--- src/rtl/fpu_mul_seq.sv ---
// Iterative IEEE-754 single multiplier: radix-2 shift-add significand product, normalized, unrounded.
// Latency 26 clocks (2 for a zero operand); ready held in DONE until en drops, en ignored while busy.
module fpu_mul_seq #(
    parameter int                          OPERAND_WIDTH     = 32,
    parameter int                          EXPONENT_WIDTH    = 8,
    parameter int                          FRACTION_WIDTH    = 23,
    parameter int                          SIGNIFICAND_WIDTH = FRACTION_WIDTH + 1,
    parameter logic [EXPONENT_WIDTH-1:0]   BIASING_CONSTANT  = 8'b0111_1111
) (
    input  logic                        fpu_clk,
    input  logic                        fpu_rst_n,
    input  logic                        fmul_en_i,
    input  logic [OPERAND_WIDTH-1:0]    fmul_op_a_i,
    input  logic [OPERAND_WIDTH-1:0]    fmul_op_b_i,
    output logic                        fmul_ready_o,
    output logic                        fmuldiv_sign_o,
    output logic [EXPONENT_WIDTH-1:0]   fmuldiv_biased_exp_o,
    output logic [FRACTION_WIDTH-1:0]   fmuldiv_frac_o,
    output logic [2:0]                  fmuldiv_grs_o,
    output logic                        fmuldiv_exp_ovf_o,
    output logic                        fmuldiv_exp_uf_o
);

    localparam int SW = SIGNIFICAND_WIDTH;
    localparam int PW = 2 * SIGNIFICAND_WIDTH;
    localparam int XW = EXPONENT_WIDTH + 2;
    localparam logic signed [XW-1:0] EXP_MAX = XW'((1 << EXPONENT_WIDTH) - 1);

    localparam logic [1:0] S_IDLE = 2'd0;
    localparam logic [1:0] S_MULT = 2'd1;
    localparam logic [1:0] S_NORM = 2'd2;
    localparam logic [1:0] S_DONE = 2'd3;

    logic [1:0]            state;
    logic [4:0]            cnt;
    logic [SW-1:0]         mcand;
    logic [PW-1:0]         prod;
    logic                  sign_q;
    logic                  zero_flag;
    logic signed [XW-1:0]  exp_sum;

    logic [EXPONENT_WIDTH-1:0] ea, eb;
    logic [FRACTION_WIDTH-1:0] fa, fb;
    logic signed [XW-1:0]      exp_sum_n;

    assign ea = fmul_op_a_i[OPERAND_WIDTH-2 -: EXPONENT_WIDTH];
    assign eb = fmul_op_b_i[OPERAND_WIDTH-2 -: EXPONENT_WIDTH];
    assign fa = fmul_op_a_i[FRACTION_WIDTH-1:0];
    assign fb = fmul_op_b_i[FRACTION_WIDTH-1:0];
    assign exp_sum_n = $signed({2'b00, ea}) + $signed({2'b00, eb})
                     - $signed({2'b00, BIASING_CONSTANT});

    // Upper half accumulates; multiplier bits drain out of the lower half as the product shifts in.
    logic [SW:0]   add_sum;
    logic [PW-1:0] prod_next;

    always_comb begin
        add_sum   = {1'b0, prod[PW-1:SW]} + (prod[0] ? {1'b0, mcand} : {(SW+1){1'b0}});
        prod_next = {add_sum, prod[SW-1:1]};
    end

    logic signed [XW-1:0]      exp_fin;
    logic [FRACTION_WIDTH-1:0] frac_n;
    logic [2:0]                grs_n;
    logic                      ovf_n, uf_n;

    always_comb begin
        if (prod[PW-1]) begin
            exp_fin = exp_sum + XW'(1);
            frac_n  = prod[PW-2 -: FRACTION_WIDTH];
            grs_n   = {prod[SW-1], prod[SW-2], |prod[SW-3:0]};
        end else begin
            exp_fin = exp_sum;
            frac_n  = prod[PW-3 -: FRACTION_WIDTH];
            grs_n   = {prod[SW-2], prod[SW-3], |prod[SW-4:0]};
        end
        ovf_n = (exp_fin >= EXP_MAX);
        uf_n  = (exp_fin <= XW'(0));
    end

    assign fmul_ready_o = (state == S_DONE);

    always_ff @(posedge fpu_clk or negedge fpu_rst_n) begin
        if (!fpu_rst_n) begin
            state                <= S_IDLE;
            cnt                  <= '0;
            mcand                <= '0;
            prod                 <= '0;
            sign_q               <= 1'b0;
            zero_flag            <= 1'b0;
            exp_sum              <= '0;
            fmuldiv_sign_o       <= 1'b0;
            fmuldiv_biased_exp_o <= '0;
            fmuldiv_frac_o       <= '0;
            fmuldiv_grs_o        <= '0;
            fmuldiv_exp_ovf_o    <= 1'b0;
            fmuldiv_exp_uf_o     <= 1'b0;
        end else begin
            case (state)
                S_IDLE: begin
                    if (fmul_en_i) begin
                        sign_q               <= fmul_op_a_i[OPERAND_WIDTH-1] ^ fmul_op_b_i[OPERAND_WIDTH-1];
                        exp_sum              <= exp_sum_n;
                        mcand                <= {1'b1, fa};
                        prod                 <= {{SW{1'b0}}, 1'b1, fb};
                        cnt                  <= '0;
                        fmuldiv_sign_o       <= 1'b0;
                        fmuldiv_biased_exp_o <= '0;
                        fmuldiv_frac_o       <= '0;
                        fmuldiv_grs_o        <= '0;
                        fmuldiv_exp_ovf_o    <= 1'b0;
                        fmuldiv_exp_uf_o     <= 1'b0;
                        // Denormals are treated as zero: no hidden bit to multiply.
                        if (ea == '0 || eb == '0) begin
                            zero_flag <= 1'b1;
                            state     <= S_NORM;
                        end else begin
                            zero_flag <= 1'b0;
                            state     <= S_MULT;
                        end
                    end
                end
                S_MULT: begin
                    prod <= prod_next;
                    cnt  <= cnt + 5'd1;
                    if (cnt == 5'(SW - 1)) begin
                        state <= S_NORM;
                    end
                end
                S_NORM: begin
                    fmuldiv_sign_o <= sign_q;
                    if (zero_flag || uf_n) begin
                        fmuldiv_biased_exp_o <= '0;
                        fmuldiv_frac_o       <= '0;
                        fmuldiv_grs_o        <= '0;
                        fmuldiv_exp_ovf_o    <= 1'b0;
                        fmuldiv_exp_uf_o     <= !zero_flag;
                    end else if (ovf_n) begin
                        fmuldiv_biased_exp_o <= '1;
                        fmuldiv_frac_o       <= '0;
                        fmuldiv_grs_o        <= '0;
                        fmuldiv_exp_ovf_o    <= 1'b1;
                        fmuldiv_exp_uf_o     <= 1'b0;
                    end else begin
                        fmuldiv_biased_exp_o <= exp_fin[EXPONENT_WIDTH-1:0];
                        fmuldiv_frac_o       <= frac_n;
                        fmuldiv_grs_o        <= grs_n;
                        fmuldiv_exp_ovf_o    <= 1'b0;
                        fmuldiv_exp_uf_o     <= 1'b0;
                    end
                    state <= S_DONE;
                end
                default: begin
                    if (!fmul_en_i) begin
                        state <= S_IDLE;
                    end
                end
            endcase
        end
    end

endmodule

--- config.mk ---
export PLATFORM = sky130hd
export DESIGN_NAME = fpu_mul_seq
export DESIGN_NICKNAME = d
export VERILOG_FILES = /design/src/rtl/fpu_mul_seq.sv
export SDC_FILE = /design/constraint.sdc
export NUM_CORES = 1
export LEC_CHECK = 0
export ABC_CLOCK_PERIOD_IN_PS = 2600
export CAP_MARGIN = 20
export CORE_ASPECT_RATIO = 1.75
export CORE_UTILIZATION = 50
export DETAILED_ROUTE_END_ITERATION = 6
export HOLD_SLACK_MARGIN = 0.05
export PLACE_DENSITY = 0.77
export SLEW_MARGIN = 20
export SYNTH_ARGS = -nofsm -noshare
export SYNTH_HDL_FRONTEND = slang
export SYNTH_SLANG_ARGS = --single-unit
--- constraint.sdc ---
create_clock -name fpu_clk -period 2.6 [get_ports fpu_clk]
set_input_delay 0.65 -clock fpu_clk [delete_from_list [all_inputs] [get_ports fpu_clk]]
set_output_delay 0.65 -clock fpu_clk [all_outputs]
set_load 0.02 [all_outputs]
==> run summary, run 1 <==
Outcome: finished, violations left
Failing checks: setup timing
Total area of multi-input combinational cells: 4540 sq um
Number of iterations in the first detailed-routing pass: 5
Achievable Freq: 366 MHz
Source-to-sink clock delay at the later pin of the worst-skew pair: 0.42 ns
Worst R2R Path Depth: 11
Global Route met1 Usage: 27.0%
Commonest cells in the netlist: sky130_fd_sc_hd__dfrtp_1, sky130_fd_sc_hd__nand2_1, sky130_fd_sc_hd__o21ai_0, sky130_fd_sc_hd__mux2i_1
Mean area per synthesized cell: 9.58 sq um
CTS root buffer: sky130_fd_sc_hd__clkbuf_16
Final core utilization: 70.3%
Share of power burned in the clock network: 20.0%
Slowest cell on the critical path: sky130_fd_sc_hd__dfrtp_2
Detailed placement HPWL: 14000 um
Detailed Route Iter0 Violations: 311
Startpoint kind of the worst setup timing path: flop
Dominant cell type by area after synthesis: sky130_fd_sc_hd__dfrtp_1
DP Area: 9540 sq um
Count of clock tree sinks: 128
Setup slack on the worst flop-to-flop path: -0.13 ns
Power density cells: 1120 nW/um^2
Clock slew seen by the registers of the worst setup and hold paths: 0.06 ns
Post-detailed-route count of antenna-violating nets: 0
Pin count of the biggest net entering global routing: 129
Fill cell count: 1078
Power consumption: 11.8 mW
Buffers from clock root to sink, at most: 2
Overall routing resource usage: 25.9%
Pins over their slew limit: 0
Share of the synthesized area in the top cell type: 41.5%
Reg power frac: 29.1%
Core area: 15000 sq um
Leak pwr: 4.59 nW
Crit-path max cell delay: 0.46 ns
Number of synthesized flops with an enable pin: 0
Post-layout min period: 2.73 ns
Post-route setup slack: -0.132 ns
Final period utilization: 105%
Switching fraction of total power: 40.2%
Normalized max-slew margin: 52.3%
Placer congestion estimate: 0.931
Post-synthesis cell count: 805
Combined area of all synthesized cells: 7710 sq um
GR Util met3: 4.17%
Critical setup path kind: flop to flop
Layout Area Growth over Synthesis: 36.7%
Setup TNS Final: -0.285 ns
Highest-utilization routing layer at the global route stage: met2
Number of CTS-inserted buffers: 17
Fin Hold WS: 0.301 ns
Global-route wire length before repair: 32000 um
DRC errors left: 0
Horizontal die dimension: 95.9 um
Number of antenna repair diodes: 0
Min-delay worst type: primary input to asynchronous set/reset pin
Series of cell instances along the critical path: buf_12 -> buf_6 -> and2_4 -> ha_4 -> nand4_1 -> nor2_2 -> a311oi_4 -> a21boi_1 -> o31a_1 -> or3_1 -> a32o_1
Slew at the pin closest to its max-slew limit: 0.715 ns
Category of the worst setup path capture point: flop
Number of nets in the layout: 1095
Average via count per standard cell: 5.80
Cell with the most instances after synthesis: sky130_fd_sc_hd__dfrtp_1
Relative contribution of combinational cells to total power: 50.9%
Cells taking the most area after synthesis: sky130_fd_sc_hd__dfrtp_1, sky130_fd_sc_hd__ha_1, sky130_fd_sc_hd__mux2i_1
Final global-route overflow total: 0
Count of placed standard cells including taps: 1136
Top-level I/O count: 105
Level count of the clock H-tree: 4
Main flop type after synthesis: sky130_fd_sc_hd__dfrtp_1
Average wire per cell in the routed design: 16.9 um
RSZ-0062 raised after global routing: true
Switch Pwr: 4.74 mW
Starting density of the core: 51.5%
CTS tree: done
Storage element area: 3210 sq um
Internal: 7.07 mW
Worst Path Arrival: 3.04 ns
Non-filler cells in the finished layout: 1177
Detailed-route via count: 6824
Number of synthesized register bits: 128
Number of warnings issued by yosys: 0
Reg2reg start: prod[0]$_DFFE_PN0P_
Count of buffers inserted at the top-level ports: 104
Number of hold buffers added after cts: 0
Critical path data required time: 2.91 ns
Setup Skew: 0.0103 ns
Met2 GRT Util: 48.2%
Die height: 166 um
Portion of the post-synthesis area used by sequential elements: 41.5%
Die ar.: 15900 sq um
VDD IR max: 0.668 mV
Maximum capacitance violations: 0
Count of endpoints failing hold in the final timing report: 0
Final count of negative-setup-slack endpoints: 8
Number of antenna violations at the first check in global routing: 0
Via count of the first global-routing pass: 6890
Overall routed net length: 19900 um
Synthesized Nets: 919
Share of final-layout standard cells stronger than drive strength 1: 23.3%
Capture instance of the worst register-to-register path: prod[39]$_DFFE_PN0P_
Fraction of synthesis flops using an asynchronous set or reset pin: 100%
Setup WS pre-CTS: -0.413 ns
Synth cell types: 66
Number of rows created at floorplan: 59
Post-Layout Inst Area: 10500 sq um
Maximum fanout count along the critical path: 7
state kept, by name (all words and copies together) (netlist names), 2 cells and up:
signal	flops
mcand	24
prod	48
fmuldiv_grs_o	3
state	2
fmuldiv_biased_exp_o	8
fmuldiv_frac_o	23
exp_sum	10
cnt	5
per-layer routing:
| metal | wire length (um) | vias to the layer above |
|---|---|---|
| li1 | - | 3242 |
| met1 | 7270 | 3347 |
| met2 | 11200 | 171 |
| met3 | 584 | 64 |
| met4 | 842 | 0 |
| met5 | 0 | - |
worst max-delay path: cells and delay by family (launching register included):
kind                       cells  cell delay [ns]
AOI/OAI and AO/OA              4             1.01
adders and majority gates      1             0.22
buffers and inverters          2             0.26
DFF                            1             0.46
and+or+nand+nor                4             0.66
cell usage in the layout, fill, tap and decap left out, drive strengths merged, types with 7 or more instances in the layout:
| cell | Yosys | layout |
|---|---|---|
| a21o | 17 | 17 |
| a21oi | 45 | 45 |
| a31oi | 9 | 9 |
| and2 | 26 | 26 |
| buf | 18 | 100 |
| clkbuf | 28 | 19 |
| clkdlybuf4s50 | 0 | 101 |
| dfrtp | 128 | 128 |
| ha | 45 | 45 |
| inv | 26 | 27 |
| mux2 | 25 | 25 |
| mux2i | 48 | 48 |
| nand2 | 119 | 119 |
| nand2b | 7 | 7 |
| nand3 | 8 | 8 |
| nor2 | 19 | 19 |
| nor4 | 8 | 8 |
| o21ai | 105 | 105 |
| or3 | 7 | 7 |
| xnor2 | 17 | 17 |
| xor2 | 13 | 13 |
power groups by stage:
stage	Sequential [mW]	Clock, mW	Combinational [mW]
global placement	3.41	0	5.49
global route	3.53	2.48	6.58
CTS	3.42	2.38	5.79
floorplan	3.40	0	3.40
detailed placement	3.44	0	5.60
finish	3.44	2.36	6.02
logic make-up (layout without fill, tap and decap cells):
group / after synthesis / in the layout / share of synthesized area (%)
xor gates and xnor gates: 30 / 30 / 3.50
buffers and inverters: 72 / 261 / 4.15
AOI/OAI and AO/OA: 221 / 221 / 18.3
and+or+nand+nor: 234 / 234 / 14.8
DFF: 128 / 128 / 41.5
muxes: 73 / 73 / 9.88
adders and majority gates: 47 / 47 / 7.82
worst max-delay path by stage:
| stage | from | to | slack (ns) | cells after the start |
|---|---|---|---|---|
| floorplan | prod[0]$_DFFE_PN0P_ | prod[39]$_DFFE_PN0P_ | 0.01 | 11 |
| finish | prod[0]$_DFFE_PN0P_ | prod[39]$_DFFE_PN0P_ | -0.13 | 11 |
| detailed placement | fmul_op_a_i[25] | exp_sum[8]$_DFFE_PN0P_ | -0.41 | 10 |
| CTS | prod[0]$_DFFE_PN0P_ | prod[39]$_DFFE_PN0P_ | -0.05 | 10 |
| global placement | fmul_op_a_i[24] | exp_sum[7]$_DFFE_PN0P_ | -0.39 | 11 |
| global route | prod[0]$_DFFE_PN0P_ | prod[39]$_DFFE_PN0P_ | -0.18 | 12 |
area by class of cell:
class / count / share of cell area [%]
inverter: 26 / 0.926
sequential: 128 / 30.4
tap: 183 / 2.17
clock buffer: 19 / 4.20
multi-input combinational: 605 / 43.1
timing repair buffer: 203 / 17.9
clock inverter: 13 / 1.32
repair_timing:
item / CTS / global route
pin swaps: 9 / 20
setup buffers: 4 / 5
setup endpoints to repair: 37 / 24
gates resized for setup: 27 / 46
(Power assumes the default switching activity.)
==> inputs of run 2 (changes only) <==
--- a/config.mk
+++ b/config.mk
@@ -12,6 +12,7 @@
 export DETAILED_ROUTE_END_ITERATION = 6
 export HOLD_SLACK_MARGIN = 0.05
 export PLACE_DENSITY = 0.77
+export RECOVER_POWER = 100
 export SLEW_MARGIN = 20
 export SYNTH_ARGS = -nofsm -noshare
 export SYNTH_HDL_FRONTEND = slang
==> run 2 against run 1 <==
Compared with the run above:
- the run ends with capacitance limit, slew limit, setup timing left
- flip-flop and latch count is the same
- via count shrank 0.38%
- worst hold slack gained 0.16 ns
- global-route usage is the same
- utilization shrank 0.68 points
- setup slack lost 0.0021 ns
- fmax is essentially flat
- sequential power is essentially flat
- power shrank 2.3%
- sequential share of layout area grew 0.30 points
- count of clock-buffer cells in the layout is the same
- critical path depth is the same
- critical path type unchanged
==> run summary, run 2 (synthesis results as in run 1) <==
Outcome: finished, violations left
Failing checks: capacitance limit, slew limit, setup timing
Horizontal die dimension: 95.9 um (unchanged)
Achievable Freq: 366 MHz (about the same)
Final period utilization: 105% (about the same)
Count of clock tree sinks: 128 (unchanged)
CTS root buffer: sky130_fd_sc_hd__clkbuf_16
Overall routing resource usage: 25.9% (unchanged)
Starting density of the core: 51.5% (unchanged)
Setup WS pre-CTS: -0.413 ns (unchanged)
Final global-route overflow total: 0 (unchanged)
Normalized max-slew margin: -17.3% (-70 points)
Number of rows created at floorplan: 59 (unchanged)
Total area of multi-input combinational cells: 4530 sq um (-0.36%)
Power consumption: 11.5 mW (-2.3%)
Top-level I/O count: 105 (unchanged)
Storage element area: 3210 sq um (unchanged)
Die ar.: 15900 sq um (unchanged)
Number of CTS-inserted buffers: 17 (unchanged)
Critical path data required time: 2.91 ns (about the same)
Largest registers in the final layout: prod: 48 flops, mcand: 24 flops, fmuldiv_frac_o: 23 flops
Post-Layout Inst Area: 10400 sq um (-0.96%)
Core area: 15000 sq um (unchanged)
Non-filler cells in the finished layout: 1177 (unchanged)
Power density cells: 1110 nW/um^2 (-1.3%)
Critical setup path kind: flop to flop
Count of placed standard cells including taps: 1136 (unchanged)
Post-route setup slack: -0.134 ns (-0.00212 ns)
Post-layout min period: 2.73 ns (+0.00212 ns)
DRC errors left: 0 (unchanged)
Switch Pwr: 4.70 mW (-0.92%)
Detailed-route via count: 6798 (-0.38%)
Fin Hold WS: 0.461 ns (+0.160 ns)
Average wire per cell in the routed design: 16.9 um (-0.24%)
Share of power burned in the clock network: 20.4% (+0.4 points)
Most common cell after layout, fill and taps aside: sky130_fd_sc_hd__dfrtp_1
Fill cell count: 1099 (+1.9%)
Placer congestion estimate: 0.931 (unchanged)
Final core utilization: 69.6% (-0.68 points)
Startpoint kind of the worst setup timing path: flop
CTS tree: done
Global-route wire length before repair: 32000 um (unchanged)
Number of antenna repair diodes: 0 (unchanged)
Setup Skew: 0.00809 ns (-0.00224 ns)
Reg power frac: 29.7% (+0.6 points)
Detailed Route Iter0 Violations: 313 (+0.64%)
Count of buffers inserted at the top-level ports: 104 (unchanged)
Overall routed net length: 19900 um (-0.24%)
Most frequent cells in the layout: sky130_fd_sc_hd__dfrtp_1, sky130_fd_sc_hd__nand2_1, sky130_fd_sc_hd__buf_4
Final count of negative-setup-slack endpoints: 34 (+26)
Die height: 166 um (unchanged)
Leak pwr: 4.66 nW (+1.6%)
Detailed placement HPWL: 14000 um (unchanged)
Maximum fanout count along the critical path: 7 (unchanged)
Pin count of the biggest net entering global routing: 129 (unchanged)
Clock slew seen by the registers of the worst setup and hold paths: 0.06 ns (about the same)
Number of nets in the layout: 1095 (unchanged)
Switching fraction of total power: 40.7% (+0.55 points)
Post-detailed-route count of antenna-violating nets: 0 (unchanged)
Layout Area Growth over Synthesis: 35.3%
Flip-flop count of the largest register, all copies and words added: 48 (unchanged)
Relative contribution of combinational cells to total power: 49.9% (-1.0 points)
Category of the worst setup path capture point: flop
Pins over their slew limit: 129 (+129)
Min-delay worst type: flop to flop
Buffers from clock root to sink, at most: 2 (unchanged)
Count of endpoints failing hold in the final timing report: 0 (unchanged)
Internal: 6.85 mW (-3.2%)
VDD IR max: 0.664 mV (-0.53%)
DP Area: 9540 sq um (unchanged)
Level count of the clock H-tree: 4 (unchanged)
Source-to-sink clock delay at the later pin of the worst-skew pair: 0.42 ns (about the same)
RSZ-0062 raised after global routing: true
Via count of the first global-routing pass: 6890 (unchanged)
Worst Path Arrival: 3.05 ns (about the same)
Number of antenna violations at the first check in global routing: 0 (unchanged)
Average via count per standard cell: 5.78 (-0.38%)
Slew at the pin closest to its max-slew limit: 1.76 ns (+1.04 ns)
Share of final-layout standard cells stronger than drive strength 1: 22.5% (-0.80 points)
Number of iterations in the first detailed-routing pass: 5 (unchanged)
Maximum capacitance violations: 1 (+1)
Number of hold buffers added after cts: 0 (unchanged)
Register name with the most flops: prod
Setup TNS Final: -0.884 ns (-0.599 ns)
[run 2: final timing paths]
| path | from | endpoint | slack (ns) | cells after the start |
|---|---|---|---|---|
| min in group asynchronous | fpu_rst_n | exp_sum[3]$_DFFE_PN0P_ | 0.80 | 2 |
| min | mcand[23]$_DFFE_PN0P_ | mcand[23]$_DFFE_PN0P_ | 0.46 | 1 |
| max | prod[0]$_DFFE_PN0P_ | prod[39]$_DFFE_PN0P_ | -0.13 | 11 |
| max reg2reg | prod[0]$_DFFE_PN0P_ | prod[39]$_DFFE_PN0P_ | -0.13 | 11 |
| min reg2reg | mcand[23]$_DFFE_PN0P_ | mcand[23]$_DFFE_PN0P_ | 0.46 | 1 |
| max in group asynchronous | fpu_rst_n | prod[0]$_DFFE_PN0P_ | 0.58 | 2 |
[run 2: power by group through the flow]
stage	Combinational [mW]	Sequential, mW	Clock, mW
floorplan	3.40	3.40	0
global placement	5.49	3.41	0
detailed placement	5.60	3.44	0
CTS	5.79	3.42	2.38
global route	6.31	3.53	2.48
finish	5.76	3.43	2.36
[run 2: worst max-delay path, cell delays in order (launching register included)]
cell	delay (ns)
sky130_fd_sc_hd__dfrtp_2	0.46
sky130_fd_sc_hd__buf_12	0.15
sky130_fd_sc_hd__buf_6	0.11
sky130_fd_sc_hd__and2_4	0.13
sky130_fd_sc_hd__ha_4	0.22
sky130_fd_sc_hd__nand4_1	0.16
sky130_fd_sc_hd__nor2_2	0.07
sky130_fd_sc_hd__a311oi_4	0.32
sky130_fd_sc_hd__a21boi_1	0.12
sky130_fd_sc_hd__o31a_1	0.32
sky130_fd_sc_hd__or3_1	0.31
sky130_fd_sc_hd__a32o_1	0.25
[run 2: timing repair]
| item | 4_1_cts | 5_1_grt |
|---|---|---|
| buffers inserted | 4 | 5 |
| resized for setup | 27 | 46 |
| endpoints found under the setup margin | 37 | 24 |
| pin swaps | 9 | 20 |
[run 2: final cells by class]
cell class / instances / share of cell area, %
Clock inverter: 13 / 1.33
Sequential cell: 128 / 30.7
Tap cell: 183 / 2.19
Multi-Input combinational cell: 605 / 43.4
Timing Repair Buffer: 203 / 17.2
Clock buffer: 19 / 4.24
Inverter: 26 / 0.935
[run 2: layer usage]
metal,routed length [um],GRT usage [%],share of wire (%),up-vias
li1,-,-,-,3248
met1,7180,27.0,36,3327
met2,11300,48.2,57,163
met3,594,4.17,3.0,60
met4,792,12.8,4.0,0
met5,0,0,0,-
==> inputs of run 3 (changes only) <==
--- a/config.mk
+++ b/config.mk
@@ -9,6 +9,7 @@
 export CAP_MARGIN = 20
 export CORE_ASPECT_RATIO = 1.75
 export CORE_UTILIZATION = 50
+export CTS_CLUSTER_DIAMETER = 80
 export DETAILED_ROUTE_END_ITERATION = 6
 export HOLD_SLACK_MARGIN = 0.05
 export PLACE_DENSITY = 0.77
==> results of run 3 <==
The final DEF is identical to that of run 2; final timing and power are the same.
